[config.mk]
export PLATFORM = sky130hd
export DESIGN_NAME = timer_irq
export DESIGN_NICKNAME = d
export VERILOG_FILES = /design/src/rtl/timer_irq.sv
export SDC_FILE = /design/constraint.sdc
export NUM_CORES = 1
export LEC_CHECK = 0
export CELL_PAD_IN_SITES_DETAIL_PLACEMENT = 0
export CELL_PAD_IN_SITES_GLOBAL_PLACEMENT = 1
export CORE_MARGIN = 2
export CORE_UTILIZATION = 42
export DETAILED_ROUTE_END_ITERATION = 7
export MAX_ROUTING_LAYER = met4
export PLACE_DENSITY_LB_ADDON = 0.1
export SKIP_LAST_GASP = 1
export SLEW_MARGIN = 0
export SYNTH_ARGS = -nofsm -noshare
export SYNTH_HDL_FRONTEND = slang
export SYNTH_SLANG_ARGS = --single-unit
[constraint.sdc]
create_clock -name clock -period 4.1 [get_ports clock]
set_clock_uncertainty 0.15 [all_clocks]
set_input_delay 0.41 -clock clock [delete_from_list [all_inputs] [get_ports clock]]
set_output_delay 0.41 -clock clock [all_outputs]
set_load 0.02 [all_outputs]
[src/rtl/timer_irq.sv]
// Memory-mapped cycle timer: counts cycles and raises a level interrupt to cp0
// when the count reaches a software compare value; held until acknowledged.
module timer_irq #(
  parameter logic [31:0] CYCLE_ADDR  = 32'hffff001c,
  parameter logic [31:0] ACK_ADDR    = 32'hffff006c,
  parameter logic [31:0] CTRL_ADDR   = 32'hffff0070,
  parameter logic [31:0] PERIOD_ADDR = 32'hffff0074
) (
  input  logic        clock,
  input  logic        reset,
  input  logic [31:0] address,
  input  logic [31:0] data,
  input  logic        MemRead,
  input  logic        MemWrite,
  output logic [31:0] rd_data,
  output logic        TimerAddress,
  output logic        TimerInterrupt
);

  // Bus handshake: no valid/ready pair. MemWrite is a single-cycle store
  // strobe committed at the next rising edge; MemRead is a zero-latency load
  // strobe that only gates rd_data. Both may be high in one cycle, in which
  // case the read sees the values from before that edge.
  logic [31:0] cycle_q, compare_q, period_q;
  logic        enable_q, periodic_q, pending_q, overrun_q;

  logic sel_cycle, sel_ack, sel_ctrl, sel_period;
  logic cmp_wr, ack_wr, ctrl_wr, period_wr;
  logic match;

  assign sel_cycle  = (address == CYCLE_ADDR);
  assign sel_ack    = (address == ACK_ADDR);
  assign sel_ctrl   = (address == CTRL_ADDR);
  assign sel_period = (address == PERIOD_ADDR);

  assign cmp_wr    = MemWrite & sel_cycle;
  assign ack_wr    = MemWrite & sel_ack;
  assign ctrl_wr   = MemWrite & sel_ctrl;
  assign period_wr = MemWrite & sel_period;

  assign match = enable_q & (cycle_q == compare_q);

  always_ff @(posedge clock or posedge reset) begin
    if (reset) begin
      cycle_q    <= 32'd0;
      compare_q  <= 32'hffffffff;
      period_q   <= 32'd0;
      enable_q   <= 1'b1;
      periodic_q <= 1'b0;
      pending_q  <= 1'b0;
      overrun_q  <= 1'b0;
    end else begin
      if (enable_q)
        cycle_q <= cycle_q + 32'd1;

      // A software compare write beats the periodic reload on the same edge.
      if (cmp_wr)
        compare_q <= data;
      else if (match && periodic_q)
        compare_q <= compare_q + period_q;

      if (period_wr)
        period_q <= data;

      if (ctrl_wr) begin
        enable_q   <= data[0];
        periodic_q <= data[1];
      end

      // Set beats ack so a match coinciding with an ack is never lost.
      if (match)
        pending_q <= 1'b1;
      else if (ack_wr)
        pending_q <= 1'b0;

      if (ack_wr)
        overrun_q <= 1'b0;
      else if (match && pending_q)
        overrun_q <= 1'b1;
    end
  end

  always_comb begin
    rd_data = 32'd0;
    if (MemRead) begin
      if (sel_cycle)
        rd_data = cycle_q;
      else if (sel_ctrl)
        rd_data = {29'd0, overrun_q, periodic_q, enable_q};
      else if (sel_period)
        rd_data = period_q;
    end
  end

  assign TimerAddress   = sel_cycle | sel_ack | sel_ctrl | sel_period;
  assign TimerInterrupt = pending_q;

endmodule

==> results.md <==
- Capture point of the worst reg-to-reg path: compare_q[28]
- Final Cycle Share: 0.914
- Number of global-route vias before repair: 6,109
- # Max-Cap Violations: 0
- Reg2Reg Launch Point: period_q[0]
- Hold Fails Final Rpt: 0
- Vias: 6,219
- Die area: 17,600 um2
- Sequential area share after synthesis: 0.365
- Clock Pin Slew Worst Setup and Hold Paths: 0.08 ns
- CP max FO: 16
- Status: finished, final reports clean
- Internal: 0.00155 W
- Power share of the clock group: 0.457
- Syn Std Cell Area: 6970 um2
- FILL cells: 1,464
- Peak VDD IR: 0.273 mV
- Seq pwr share: 0.486
- Slew Viols, Final: 0
- Ys async rst share: 1.00
- Largest net degree at the start of global routing: 52
- Worst Path Arrival: 3.19 ns
- Diode count: 0
- Gr usage total: 0.253
- Slew @ Worst Pin: 0.820 ns
- Hpwl dp: around 16 mm
- Post-DR wirelength/cell: 19.7 um
- Share of layout cells above drive strength 1: 0.133
- CTS tree: built
- Clock sinks: 100
- Cts hold-fix bufs: 0
- Hold Path Class: in2async
- Synth-to-Final Area Change: 22.6%
- Most used cell, CP: clkdlybuf4s50_1
- CP Launch Point: address[12]
- Cells after Synth: 769
- NumNets Final: 953
- Worst path cell trace: clkdlybuf4s50_1, nand2b_1, nor4_1, nand4_1, nor2_1, and2_1, buf_4, a22oi_1, nor2b_1, clkdlybuf4s50_1
- Core area: 16,400 um2
- Gr ovfl total: 0
- Post-cts gate resize count: 0
- Wirelength, routed: roughly 21 mm
- Leakage: 3.59 nW
- Global-route wire length before repair: around 33 mm
- Final setup vio count: 0
- Yosys warns: 0
- Post-route insts no fill: roughly 1,100
- Initial core utilization: 0.425
- Pwr dens: 238 nW/um2
- Critical path class: in2out
- Pre-antenna DRT Iters: 5
- #FFs+latches synth: 100
- Post-Route Setup TNS: 0 ns
- Switching share of power: 0.238
- Reg2Reg Depth: 12
- Clk root buf: clkbuf_16
- Setup bufs post-CTS: 0
- Row cnt: 47
- # IOs: approximately 100
- Port Buffer Count: about 100
- CP Capture Type: primary output
- Slowest Stage Delay on Critical Path: between 0.6 and 0.7 ns
- Die W: 133 um
- Number of synthesized flops with an enable pin: 0
- Worst EP required: 3.54 ns
- Netlist cell types: 57
- Switching pwr: 0.000484 W
- Primary FF master, synth: dfrtp_1
- Max transition margin: 0.452
- Vias per cell: slightly below 6
- Achievable Freq: about 270 MHz
- Die Span Y: 133 um
- RSZ-0062 raised after global routing: false
- CTS H-tree depth: 3
- Initial DRC count: between 400 and 500
- Initial antenna violation count: 0
- Residual DRC: 0
- Final min period: 3.75 ns
- Combinational Power Share: 0.057
- Worst-Skew Late Latency: 0.36 ns
- CP Capture Point: rd_data[17]
- Inserted Clock Buffers: 9
- FF-to-FF setup slack: 0.37 ns
- Post-route ant nets: 0
- Bufs on Longest Clock Path: 2
- Worst Setup Start Kind: primary input
- Critical path's slowest cell: clkdlybuf4s50_1
- Avg Cell Area, Syn: approximately 9 um2
- Placed insts: 1,061
- Syn Nets: 870
- Placer Congestion: 0.969
==> cell families after synthesis <==
| group | synth area share |
|---|---|
| DFF | 0.365 |
| xor gates and xnor gates | 0.109 |
| muxes | 0.0758 |
| buffers and inverters | 0.0307 |
| and+or+nand+nor | 0.195 |
| adders and majority gates | 0.0604 |
| AOI/OAI and AO/OA | 0.164 |
==> metrics by stage <==
| stage | utilization | cell area [um2] | power (W) | hold slack, ns | setup slack, ns |
|---|---|---|---|---|---|
| after floorplan | - | 6970 | 0.00103 | 0.323 | 0.976 |
| after CTS | 0.520 | 8540 | 0.00205 | 0.355 | 0.372 |
| after detailed placement | 0.501 | 8230 | 0.00112 | 0.353 | 0.389 |
| after global routing | 0.520 | 8540 | 0.00210 | 0.392 | 0.187 |
| after global placement | 0.501 | 8230 | 0.00112 | 0.346 | 0.490 |
| final | 0.520 | 8540 | 0.00203 | 0.327 | 0.352 |
==> layout make-up <==
class / count / area (um2) / area share
multi-input cells: 614 / 4220 / 0.494
clock buffers: 9 / 225 / 0.0264
well taps: 220 / 275 / 0.0322
repair buffers: 116 / 1150 / 0.135
clock inverters: 7 / 87.6 / 0.0103
inverters: 11 / 43.8 / 0.00513
flip-flops and latches: 100 / 2540 / 0.298
==> sequential cells by signal, summed over array words and instances (netlist names) <==
name            cells
periodic_q          1
period_q           32
cycle_q            32
compare_q          32
enable_q            1
TimerInterrupt      1
overrun_q           1
==> power by group through the flow <==
| stage | Sequential, W | Combinational (W) | Clock [W] |
|---|---|---|---|
| floorplan | 0.00101 | 0.0000276 | 0 |
| global placement | 0.00101 | 0.000114 | 0 |
| detailed placement | 0.00101 | 0.000116 | 0 |
| CTS | 0.000987 | 0.000117 | 0.000951 |
| global route | 0.000987 | 0.000125 | 0.000989 |
| finish | 0.000987 | 0.000115 | 0.000929 |
==> per-layer routing <==
metal | GRT usage | up-vias | part of all wire
li1 | - | 2952 | -
met1 | 0.345 | 3000 | 0.47
met2 | 0.386 | 235 | 0.45
met3 | 0.0490 | 32 | 0.063
met4 | 0.0663 | 0 | 0.023
met5 | - | - | 0
==> worst min path at each step <==
stage	end	slack, ns
after floorplan	overrun_q	0.32
after global placement	overrun_q	0.35
after detailed placement	overrun_q	0.35
after CTS	period_q[4]	0.35
after global routing	period_q[3]	0.39
final	period_q[4]	0.33
==> synthesized netlist by cell type (all sizes together) (2+ instances only) <==
library cell | number | area share
inv | 10 | 0.0054
o21bai | 4 | 0.0043
nor3 | 16 | 0.011
a21oi | 63 | 0.046
clkbuf | 34 | 0.018
nand2b | 3 | 0.0027
or3 | 2 | 0.0018
o31ai | 2 | 0.0022
nand4 | 21 | 0.019
o211ai | 6 | 0.0065
o21ai | 38 | 0.028
nor2 | 59 | 0.032
xor2 | 56 | 0.070
mux2i | 10 | 0.014
nand4b | 2 | 0.0025
a21o | 12 | 0.013
a211oi | 5 | 0.0054
and3 | 10 | 0.0092
nand3 | 29 | 0.021
nor4b | 3 | 0.0038
buf | 10 | 0.0065
a31o | 2 | 0.0025
nor3b | 3 | 0.0032
a31oi | 4 | 0.0036
dfrtp | 67 | 0.24
ha | 32 | 0.057
and4 | 2 | 0.0025
nand3b | 3 | 0.0032
mux2 | 38 | 0.061
nand2 | 56 | 0.030
a22oi | 32 | 0.034
a2111oi | 4 | 0.0059
xnor2 | 31 | 0.039
dfstp | 33 | 0.12
and2 | 3 | 0.0031
nor4 | 14 | 0.013
nor2b | 37 | 0.033
a221oi | 3 | 0.0047
==> cells in the final DEF (no fill, tap or decap), drive strengths merged, types with 31 or more instances in the layout <==
cell	synthesis	routed
a21oi	63	63
a22oi	32	32
clkdlybuf4s50	0	101
dfrtp	67	67
dfstp	33	33
ha	32	32
mux2	38	38
nand2	56	56
nor2	59	59
nor2b	37	37
o21ai	38	38
xnor2	31	31
xor2	56	56
==> worst max-delay path, delay by kind of cell <==
kind,cells,cell delay [ns]
AND/OR/NAND/NOR,6,1.30
AO/OA/AOI/OAI,1,0.14
buffers and inverters,3,1.32
Power figures use the tool's default switching activity.
